==> config.mk <==
export PLATFORM = sky130hd
export DESIGN_NAME = pid_cfg_writer
export DESIGN_NICKNAME = d
export VERILOG_FILES = /design/src/rtl/pid_cfg_writer.sv
export SDC_FILE = /design/constraint.sdc
export NUM_CORES = 1
export LEC_CHECK = 0
export ABC_AREA = 1
export BUFFER_PORTS_ARGS = -buffer_cell sky130_fd_sc_hd__buf_2
export CORE_ASPECT_RATIO = 0.7
export CORE_MARGIN = 4
export CORE_UTILIZATION = 30
export CTS_CLUSTER_SIZE = 40
export DETAILED_ROUTE_END_ITERATION = 8
export PLACE_DENSITY_LB_ADDON = 0.3
export REMOVE_ABC_BUFFERS = 1
export SYNTH_ARGS = -nofsm -noshare
export SYNTH_HDL_FRONTEND = slang
export SYNTH_SLANG_ARGS = --single-unit
export TNS_END_PERCENT = 50
==> constraint.sdc <==
create_clock -name clk -period 20.7 [get_ports clk]
set_input_delay 3.105 -clock clk [delete_from_list [all_inputs] [get_ports clk]]
set_output_delay 3.105 -clock clk [all_outputs]
set_load 0.02 [all_outputs]
==> src/rtl/pid_cfg_writer.sv <==
// Bus-mapped shadow/active register bank feeding pid_controller gains and setpoint (ref_val).
// Optional setpoint slew limiter is compiled in with PID_CFG_RAMP_EN.
module pid_cfg_writer #(
   parameter int unsigned COEFF_WIDTH     = 32,
   parameter int unsigned IN_DATA_WIDTH   = 16,
   parameter int unsigned ADDR_WIDTH      = 8,
   parameter int unsigned RAMP_STEP_WIDTH = 16
) (
   input  logic                            clk,
   input  logic                            rst,
   input  logic                            wr_en,
   input  logic                            rd_en,
   input  logic [ADDR_WIDTH-1:0]           addr,
   input  logic [31:0]                     wdata,
   output logic [31:0]                     rdata,
   output logic                            ack,
   input  logic                            upd_tick,
   output logic signed [COEFF_WIDTH-1:0]   kp,
   output logic signed [COEFF_WIDTH-1:0]   ki,
   output logic signed [COEFF_WIDTH-1:0]   kd,
   output logic signed [IN_DATA_WIDTH-1:0] ref_val,
   output logic                            pid_rst,
   output logic                            busy
);

   localparam int unsigned WW = ADDR_WIDTH - 2;
   localparam logic [WW-1:0] A_KP     = WW'(0);
   localparam logic [WW-1:0] A_KI     = WW'(1);
   localparam logic [WW-1:0] A_KD     = WW'(2);
   localparam logic [WW-1:0] A_REF    = WW'(3);
   localparam logic [WW-1:0] A_CTRL   = WW'(4);
   localparam logic [WW-1:0] A_STATUS = WW'(5);
   localparam logic [WW-1:0] A_STEP   = WW'(6);

`ifdef PID_CFG_RAMP_EN
   typedef enum logic [1:0] {IDLE, PENDING, RAMP} state_t;
`else
   typedef enum logic [1:0] {IDLE, PENDING} state_t;
`endif

   state_t state, state_nxt;

   logic signed [COEFF_WIDTH-1:0]   kp_sh, ki_sh, kd_sh;
   logic signed [IN_DATA_WIDTH-1:0] ref_tgt;
   logic [WW-1:0] word;
   logic          ctrl_wr, commit, apply;
   logic [31:0]   rd_mux;

   assign word    = WW'(addr >> 2);
   assign ctrl_wr = wr_en && (word == A_CTRL);
   assign commit  = ctrl_wr && wdata[0];

`ifdef PID_CFG_RAMP_EN
   localparam int unsigned DW = IN_DATA_WIDTH + 1;
   localparam int unsigned CW = (DW > RAMP_STEP_WIDTH) ? DW : RAMP_STEP_WIDTH;

   logic [RAMP_STEP_WIDTH-1:0]      ramp_step;
   logic signed [IN_DATA_WIDTH-1:0] tgt_act, ramp_ref;
   logic signed [DW-1:0]            diff;
   logic [DW-1:0]                   mag;
   logic signed [CW:0]              ext_ref, step_s, stepped;
   logic                            close, ramp_req, step_en;

   // One slew step toward the latched target; snaps when within one step.
   always_comb begin
      diff     = DW'(tgt_act) - DW'(ref_val);
      mag      = diff[DW-1] ? DW'(-diff) : DW'(diff);
      close    = CW'(mag) <= CW'(ramp_step);
      ext_ref  = (CW+1)'(ref_val);
      step_s   = (CW+1)'(ramp_step);
      stepped  = diff[DW-1] ? (ext_ref - step_s) : (ext_ref + step_s);
      ramp_ref = close ? tgt_act : IN_DATA_WIDTH'(stepped);
      ramp_req = (ramp_step != '0) && (ref_tgt != ref_val);
   end
`endif

   always_ff @(posedge clk or posedge rst) begin
      if (rst) state <= IDLE;
      else     state <= state_nxt;
   end

   always_comb begin
      state_nxt = state;
      apply     = 1'b0;
`ifdef PID_CFG_RAMP_EN
      step_en   = 1'b0;
`endif
      case (state)
         IDLE:    if (commit) state_nxt = PENDING;
         PENDING: if (upd_tick) begin
            apply = 1'b1;
`ifdef PID_CFG_RAMP_EN
            state_nxt = ramp_req ? RAMP : IDLE;
`else
            state_nxt = IDLE;
`endif
         end
`ifdef PID_CFG_RAMP_EN
         // A new commit pauses the ramp where it is and waits for the next tick.
         RAMP: begin
            if (commit) state_nxt = PENDING;
            else if (upd_tick) begin
               step_en = 1'b1;
               if (close) state_nxt = IDLE;
            end
         end
`endif
         default: state_nxt = IDLE;
      endcase
   end

   always_comb begin
      rd_mux = '0;
      case (word)
         A_KP:     rd_mux = 32'(kp_sh);
         A_KI:     rd_mux = 32'(ki_sh);
         A_KD:     rd_mux = 32'(kd_sh);
         A_REF:    rd_mux = 32'(ref_tgt);
`ifdef PID_CFG_RAMP_EN
         A_STATUS: rd_mux = {30'd0, state == RAMP, state == PENDING};
         A_STEP:   rd_mux = 32'(ramp_step);
`else
         A_STATUS: rd_mux = {31'd0, state == PENDING};
`endif
         default:  rd_mux = '0;
      endcase
   end

   always_ff @(posedge clk or posedge rst) begin
      if (rst) begin
         kp_sh <= '0; ki_sh <= '0; kd_sh <= '0; ref_tgt <= '0;
         kp <= '0; ki <= '0; kd <= '0; ref_val <= '0;
         rdata <= '0; ack <= 1'b0; pid_rst <= 1'b0; busy <= 1'b0;
`ifdef PID_CFG_RAMP_EN
         ramp_step <= '0; tgt_act <= '0;
`endif
      end else begin
         ack     <= wr_en | rd_en;
         rdata   <= (rd_en && !wr_en) ? rd_mux : '0;
         pid_rst <= ctrl_wr && wdata[1];
         busy    <= (state_nxt != IDLE);
         if (wr_en) begin
            case (word)
               A_KP:    kp_sh   <= COEFF_WIDTH'(wdata);
               A_KI:    ki_sh   <= COEFF_WIDTH'(wdata);
               A_KD:    kd_sh   <= COEFF_WIDTH'(wdata);
               A_REF:   ref_tgt <= IN_DATA_WIDTH'(wdata);
`ifdef PID_CFG_RAMP_EN
               A_STEP:  ramp_step <= RAMP_STEP_WIDTH'(wdata);
`endif
               default: ;
            endcase
         end
         // Atomic apply uses the shadow contents as they stand before this edge.
         if (apply) begin
            kp <= kp_sh; ki <= ki_sh; kd <= kd_sh;
`ifdef PID_CFG_RAMP_EN
            tgt_act <= ref_tgt;
            if (!ramp_req) ref_val <= ref_tgt;
`else
            ref_val <= ref_tgt;
`endif
         end
`ifdef PID_CFG_RAMP_EN
         if (step_en) ref_val <= ramp_ref;
`endif
      end
   end

endmodule

# == After elaboration in Yosys (flattened, before gate mapping) ==
# Index checks and enable logic that the tools add are counted.
# word_totals
ff_bits,261
out_inout_bits,147
word_cells,39
# op_classes
eq_ne,6
muxes,7
reduce_logical,12
bitwise,1
# op_table
cell,n
32-bit one-hot mux with 5 select lines,1
32-bit 2-to-1 mux,1
6-bit by 2-bit equality test with 1-bit output (second input constant),2
6-bit by 3-bit equality test with 1-bit output (second input constant),2
2-bit AND reduction,4
6-bit by 1-bit equality test with 1-bit output (second input constant),1
6-bit logical NOT,1
1-bit logical AND,4
2-bit 2-to-1 mux,2
2-bit one-hot mux with 2 select lines,1
2-bit by 1-bit equality test with 1-bit output (second input constant),1
2-bit logical NOT,1
1-bit 2-to-1 mux,2
2-bit nonzero test,1
1-bit logical NOT,1
1-bit bitwise OR,1

# == Longest topological paths before layout ==
# Gate-level depths: netlist of the first run.
# depth
ltp_word,6
ltp_mapped,9

# == Worst setup path before layout of the first run ==
# No wires, ideal clock.
# synth_path
path_type,input-to-reg
startpoint,input addr[7]
endpoint,register ki_sh[10]
required_time_ns,20.578
arrival_time_ns,3.890
stages,7
path_slack_ns,16.688
setup_ns,0.122
path_cell_list,nor2_4 > nand2_4 > nor2_4 > nand2_4 > buf_2 > nand2_1 > o21ai_1
# synth_between
elab_chain_cells,2
# synth_rtl
item,line_no,text
from (decl),13,"input logic [ADDR_WIDTH-1:0] addr,"
6-bit by 1-bit equality test with 1-bit output,143,case (word)
2-bit AND reduction (no source line),n/a,
to (signal assigned),145,A_KI: ki_sh <= COEFF_WIDTH'(wdata);
to (decl),43,"logic signed [COEFF_WIDTH-1:0] kp_sh, ki_sh, kd_sh;"
# No other way between the ends.
# A chain may end at the register's enable or synchronous reset.

# == Worst setup path after layout of the first run ==
# layout_path
startpoint,input addr[5]
endpoint,register kd_sh[3]
# layout_between
elab_chain_cells,2
# layout_rtl
item,line_no,text
6-bit by 2-bit equality test with 1-bit output,143,
2-bit AND reduction (no source line),n/a,
to (signal assigned),146,A_KD: kd_sh <= COEFF_WIDTH'(wdata);
to (decl),43,
# No other way between the ends.

==> results of run 1 <==
registers in the layout, indices dropped and copies added, names as in the netlist:
| name | cells |
|---|---|
| kd | 32 |
| ki | 32 |
| busy | 1 |
| kp_sh | 32 |
| ref_val | 16 |
| kp | 32 |
| ref_tgt | 16 |
| state | 2 |
| rdata | 32 |
| ki_sh | 32 |
| ack | 1 |
| pid_rst | 1 |
| kd_sh | 32 |
through the flow:
stage	std cells	util [%]	total power, mW	instance area, sq um	hold slack [ps]
after floorplan	907	-	0.6071	10100	467.7
after global placement	1567	34.51	0.6314	11700	467.8
after detailed placement	1567	34.51	0.6339	11700	476.1
after CTS	1615	37.09	1.122	12580	489.8
after global routing	1615	37.09	1.155	12580	505.9
final	1615	37.09	1.104	12580	484.2
report_power, final:
part	total, mW	switching (mW)	internal [mW]
sequential	0.563	0.0227	0.541
combinational	0.0600	0.0392	0.0208
clock	0.481	0.201	0.280
total	1.10	0.263	0.841
kinds of logic after synthesis:
group / Yosys count / synth area share, %
AOI/OAI and AO/OA: 114 / 5.537
buffers and inverters: 92 / 4.830
DFF: 261 / 62.56
muxes: 112 / 12.08
other: 1 / 0.03592
and+or+nand+nor: 377 / 14.96
area by class of cell:
class / instances / area, sq um / area share [%]
clock buffers: 40 / 804.5 / 6.396
clock inverters: 8 / 71.32 / 0.5670
inverters: 42 / 167.7 / 1.333
multi-input cells: 604 / 3425 / 27.23
flip-flops and latches: 261 / 6531 / 51.92
well taps: 464 / 580.6 / 4.616
repair buffers: 196 / 998.5 / 7.938
per-layer routing:
layer | vias up | global-route usage [%] | routed length [microns]
li1 | 3483 | - | -
met1 | 3607 | 20.28 | 13010
met2 | 209 | 24.19 | 12840
met3 | 41 | 4.161 | 2059
met4 | 0 | 2.513 | 464
met5 | - | 0 | 0
critical path, delay by kind of cell:
family,cells,cell delay (ps)
compound gates,1,100
simple gates,4,1380
buf+inv,2,590
cell usage in the layout, fill, tap and decap left out, drive strengths merged:
master,count
nand4,2
dfrtp,261
nand3b,1
inv,42
clkinvlp,1
nand3,35
clkinv,6
clkbuf,40
conb,1
buf,196
bufinv,1
o21ai,112
nor2,75
o32ai,2
nand2,263
or2,1
mux2,112
path summary, 6_finish.rpt:
path / end / slack, ps / cells past startpoint
setup / recovery: kd_sh[3] / 15870 / 7
hold / removal: kd[23] / 480 / 1
min in group asynchronous: kp[20] / 2660 / 2
setup reg to reg: kp[7] / 18110 / 5
max in group asynchronous: ref_tgt[2] / 16090 / 4
hold reg to reg: kd[23] / 480 / 1
==> results.py, run 1 <==
metrics = {
    "run_status": {
        "run_status": "completed",
    },
    "finish": {
        "layout-drive-gt1-share_pct": 25.54,
        "num-fill-cells": 3430,
        "nNetsFinal": 1177,
        "flow.area_growth_from_synthesis_pct": 20.48,
        "diodes": 0,
    },
    "grt": {
        "pin_count_of_the_biggest_net_entering_global_routing": 86,
        "grt_use_total_pct": 14.86,
        "grt_pass1_vias": 7383,
        "initial_antenna_violation_count": 1,
        "globalRouteOverflowTotal": 0,
        "grt_first_pass_wirelength_microns": 44040,
    },
    "clocking": {
        "cts-htree-levels": 1,
        "clock_tree.root_cell": "clkbuf_16",
        "postCtsHoldBufs": 0,
        "clockBufferDepth": 3,
        "cts_tree": "yes",
        "cts_post_setup_buffers_inserted": 0,
        "post_cts_resized": 0,
        "tritoncts.num_buffers": 27,
        "clock_pin_slew_reported_for_the_worst_setup_and_hold_paths_after_clock_tree_synthesis_ps": 60,
        "insertion_delay_ps": 540,
        "cts.sinks": 261,
    },
    "detailed_routing": {
        "final_wl_microns": 28380,
        "remaining_drc_errors": 0,
        "viasPerCell": 4.545,
        "via_count": 7340,
        "drtAntennaViolNets": 0,
        "wl_per_cell_microns": 17.57,
        "drt_first_iter_violations": 522,
        "detailedRoute.firstPassIterationCount": 5,
    },
    "sta": {
        "setup_violations": 0,
        "finalWorstPathRequiredPeriod_ps": 4830,
        "finalClockSkew_ps": 6.954,
        "achievable-frequency_ghz": 0.2070,
        "rsz0062_at_grt": "false",
        "timing.final.crit_share_pct": 23.33,
        "timing.final.max_slew_violations": 0,
        "tightestPinTransition_ps": 1023,
        "final_sum_of_negative_setup_slack_ps": 0,
        "layout_setup_ws_ps": 15870,
        "max_slew_margin_pct": 31.58,
        "final-hold-violation-count": 0,
    },
    "logic_synthesis": {
        "avg_inst_size_synth_sq_um": 10.91,
        "synth_top_cells_by_count": "dfrtp_1 (261), nand2_1 (258), o21ai_1 (109)",
        "netlist-cell-type-count": 26,
        "fraction_of_the_yosys_area_taken_by_sequential_cells_pct": 62.56,
        "yosys.cell_count.top_type": "dfrtp_1",
        "largest_area_contributor_in_the_netlist": "dfrtp_1",
        "yosysWarningCount": 0,
        "synth_enable_flop_cells": 0,
        "post_synth_instance_area_sq_um": 10440,
        "synth_largest_type_area_fraction_pct": 62.56,
        "synthesis.instances": 957,
        "synth-seq-cells": 261,
        "synth-main-ff-cell": "dfrtp_1",
        "synthArstFlopShare_pct": 100.0,
        "top_area_cells_in_the_synthesized_netlist": "dfrtp_1 (63%), nand2_1 (9.3%), mux2_1 (8.6%)",
    },
    "power": {
        "p_per_area_nw_per_um2": 87.80,
        "power.static_leakage_nw": 7.002,
        "max-vdd-ir-drop_uv": 46.19,
    },
    "floorplan": {
        "fp.dieW_microns": 231.0,
        "die_h_microns": 164.1,
        "ioPinCount": 192,
        "floorplan.die_area_sq_um": 37900,
        "floorplan.initialDensity_pct": 30.79,
        "core.rowCount": 56,
        "core_area_sq_um": 33910,
    },
    "hold_path": {
        "min-delay-start": "kd[23]",
        "min_path_type": "reg2reg",
    },
    "worst_setup_path": {
        "regToRegStartpoint": "state[0]",
        "setup.worst_path.class": "in2reg",
        "setup.worst_path.end_class": "flop",
        "required_ps": 21080,
        "start_point_of_the_critical_path": "addr[5]",
        "worstPathMaxFanout": 64,
        "critical_path_arrival_ps": 5210,
        "critical_path.slowest_cell": "nand3_4",
        "worst_path_cell_chain": "buf_2 -> nor2_4 -> nand2_4 -> inv_4 -> nand3_4 -> nand2_1 -> o21ai_1",
        "slowest_delay_ps": 840,
        "start_kind": "input port",
    },
    "place": {
        "gpl.final_weighted_congestion": 0.7486,
        "port_buffers": 189,
        "dp_hpwl_microns": 16700,
        "pre_cts_slack_ps": 15280,
    },
    "flow_run": {
        "maxCapViolations": 0,
    },
}
No activity file was read; power rests on OpenSTA's default activity.
==> run 2, diff against run 1 <==
--- a/config.mk
+++ b/config.mk
@@ -5,7 +5,7 @@
 export SDC_FILE = /design/constraint.sdc
 export NUM_CORES = 1
 export LEC_CHECK = 0
-export ABC_AREA = 1
+export ABC_AREA = 0
 export BUFFER_PORTS_ARGS = -buffer_cell sky130_fd_sc_hd__buf_2
 export CORE_ASPECT_RATIO = 0.7
 export CORE_MARGIN = 4
==> constraint.sdc (replaced) <==
create_clock -name clk -period 4.9 [get_ports clk]
set_input_delay 0.735 -clock clk [delete_from_list [all_inputs] [get_ports clk]]
set_output_delay 0.735 -clock clk [all_outputs]
set_load 0.02 [all_outputs]
==> run 2 against run 1 <==
Total power rose to 4.6 times the previous value. Hold slack worse by 84 ps. Sequential share of layout area down 1.3 points. Die area down 0.75%. Worst setup slack worse by 14000 ps. Global-route usage down 0.80 points. Count of clock-buffer cells in the layout down 3. Wire length down 7.6%. Critical path type unchanged. Critical endpoint is now kd_sh[9]. Highest routed layer unchanged.
==> results.py, run 2 <==
metrics = {
    "power": {
        "max-vdd-ir-drop_uv": 258.2,
        "power_switching_share_pct": 22.58,
        "power_switching_mw": 1.149,
        "p_per_area_nw_per_um2": 394.9,
        "clock_power_share_pct": 46.9,
        "power.static_leakage_nw": 6.716,
        "combinationalPowerShare_pct": 6.4,
        "internal-power_mw": 3.941,
        "power_frac_seq_pct": 46.7,
    },
    "floorplan": {
        "floorplan.die_area_sq_um": 37610,
        "core.rowCount": 56,
        "ioPinCount": 192,
        "fp.dieW_microns": 230.1,
        "die_h_microns": 163.5,
        "floorplan.initialDensity_pct": 30.67,
        "core_area_sq_um": 33770,
    },
    "worst_setup_path": {
        "setup.worst_path.end_class": "flop",
        "start_kind": "input port",
        "setup.worst_path.class": "in2reg",
        "worstPathMaxFanout": 35,
        "critical_path_arrival_ps": 2980,
        "required_ps": 5320,
    },
    "sta": {
        "finalClockSkew_ps": 13.12,
        "tightestPinTransition_ps": 1056,
        "finalWorstPathRequiredPeriod_ps": 2557,
        "setup_violations": 0,
        "timing.final.crit_share_pct": 52.17,
        "timing.final.max_slew_violations": 0,
        "final-hold-violation-count": 0,
        "rsz0062_at_grt": "false",
        "achievable-frequency_ghz": 0.3912,
        "max_slew_margin_pct": 29.07,
    },
    "logic_synthesis": {
        "yosysWarningCount": 0,
        "yosys.cell_count.top_type": "dfrtp_1",
        "synth_enable_flop_cells": 0,
        "synthesis.instances": 647,
        "fraction_of_the_yosys_area_taken_by_sequential_cells_pct": 63.05,
        "top_area_cells_in_the_synthesized_netlist": "dfrtp_1 (63%), mux2_2 (24%), mux4_2 (3.3%)",
        "synth-seq-cells": 261,
        "netlist-cell-type-count": 32,
        "synth_largest_type_area_fraction_pct": 63.05,
        "synth-main-ff-cell": "dfrtp_1",
        "synth_top_cells_by_count": "dfrtp_1 (261), mux2_2 (220), a211oi_1 (34)",
        "post_synth_instance_area_sq_um": 10360,
        "largest_area_contributor_in_the_netlist": "dfrtp_1",
        "synthArstFlopShare_pct": 100.0,
        "avg_inst_size_synth_sq_um": 16.01,
    },
    "grt": {
        "grt_pass1_vias": 6614,
        "pin_count_of_the_biggest_net_entering_global_routing": 135,
        "globalRouteOverflowTotal": 0,
        "initial_antenna_violation_count": 0,
        "grt_use_total_pct": 14.06,
        "grt_first_pass_wirelength_microns": 41120,
    },
    "finish": {
        "flow.area_growth_from_synthesis_pct": 24.45,
        "layout-drive-gt1-share_pct": 57.56,
        "num-fill-cells": 3271,
        "design_area_sq_um": 12890,
        "layout_commonest_cell": "dfrtp_1",
        "final_cell_mix": "dfrtp_1 (261), mux2_2 (220), buf_2 (188)",
        "diodes": 0,
        "nNetsFinal": 883,
        "finalNonFillerCells": 1324,
    },
    "run_status": {
        "run_status": "completed",
    },
    "clocking": {
        "postCtsHoldBufs": 0,
        "cts-htree-levels": 1,
        "clockBufferDepth": 3,
        "tritoncts.num_buffers": 28,
        "post_cts_resized": 0,
        "insertion_delay_ps": 550,
        "cts_post_setup_buffers_inserted": 0,
        "clock_tree.root_cell": "clkbuf_16",
        "cts.sinks": 261,
        "clock_pin_slew_reported_for_the_worst_setup_and_hold_paths_after_clock_tree_synthesis_ps": 60,
        "cts_tree": "yes",
    },
    "place": {
        "placedInstanceArea_sq_um": 11840,
        "dp.cells": 1272,
        "port_buffers": 189,
        "gpl.final_weighted_congestion": 0.6904,
        "dp_hpwl_microns": 16190,
    },
    "detailed_routing": {
        "remaining_drc_errors": 0,
        "viasPerCell": 4.581,
        "wl_per_cell_microns": 19.81,
        "drtAntennaViolNets": 0,
        "via_count": 6065,
        "final_wl_microns": 26230,
        "drt_first_iter_violations": 278,
        "detailedRoute.firstPassIterationCount": 4,
    },
    "hold_path": {
        "min_path_type": "in2async",
    },
    "flow_run": {
        "maxCapViolations": 0,
    },
}
run 2: cell count changes after synthesis, sizes merged, moves of 15 or more:
cell	change
a211oi	+34
buf	-32
clkbuf	+23
inv	-41
mux2	+112
mux4	+15
nand2	-262
nand3	-35
nor2	-74
nor2b	+18
o21ai	-95
run 2: cells by family (layout without fill, tap and decap cells):
kind of cell	Yosys count	after routing	synth area share, %
flip-flops	261	261	63.05
AO/OA/AOI/OAI	53	53	3.382
AND/OR/NAND/NOR	50	50	3.684
multiplexers	240	240	27.71
buffers and inverters	42	255	2.138
other	1	1	0.03620
run 2: power by group through the flow:
stage          registers (mW)  logic, mW  clock network [mW]
6_report                 2.38      0.326                2.39
5_1_grt                  2.40      0.366                2.56
4_1_cts                  2.38      0.334                2.47
3_5_place_dp             2.42      0.333                   0
3_3_place_gp             2.42      0.326                   0
2_1_floorplan            2.39      0.215                   0
run 2: final timing paths:
path | from | end | slack, ps | cells after the start
setup / recovery | addr[3] | kd_sh[9] | 2340 | 5
hold / removal | rst | kp[28] | 400 | 2
setup reg to reg | ref_tgt[15] | rdata[24] | 3040 | 3
hold reg to reg | state[1] | busy | 480 | 1
max in group asynchronous | rst | ki[23] | 3550 | 3
min in group clk | rd_en | ack | 400 | 2
run 2: metrics by stage:
| step | power [mW] | hold WS, ps | setup WS, ps | setup TNS (ps) | util [%] |
|---|---|---|---|---|---|
| final | 5.091 | 400.1 | 2344 | 0 | 38.17 |
| after global placement | 2.743 | 461.9 | 1774 | 0 | 35.04 |
| after global routing | 5.327 | 379.7 | 2261 | 0 | 38.17 |
| after floorplan | 2.609 | 435.5 | -3019 | -787830 | - |
| after CTS | 5.183 | 369.6 | 2345 | 0 | 38.17 |
| after detailed placement | 2.754 | 467.3 | 1765 | 0 | 35.04 |
run 2: routing by layer:
layer / vias to the layer above / routed length [microns] / GRT usage [%] / share of wire [%]
li1: 2743 / - / - / -
met1: 3167 / 12990 / 20.48 / 50
met4: 0 / 539 / 2.885 / 2.1
met2: 119 / 11630 / 21.91 / 44
met3: 36 / 1072 / 2.842 / 4.1
met5: - / 0 / 0 / 0
run 2: layout make-up:
cell class,instances,area (sq um),area share [%]
Tap cell,464,580.6,4.504
Multi-Input combinational cell,344,3616,28.05
Clock buffer,37,815.8,6.328
Timing Repair Buffer,202,1096,8.502
Sequential cell,261,6531,50.66
Inverter,1,11.26,0.08735
Clock inverter,15,240.2,1.864
run 2: worst max-delay path, cell delays in order:
cell	delay (ps)
buf_2	540
buf_4	540
nor4b_4	310
buf_4	420
mux2_2	390
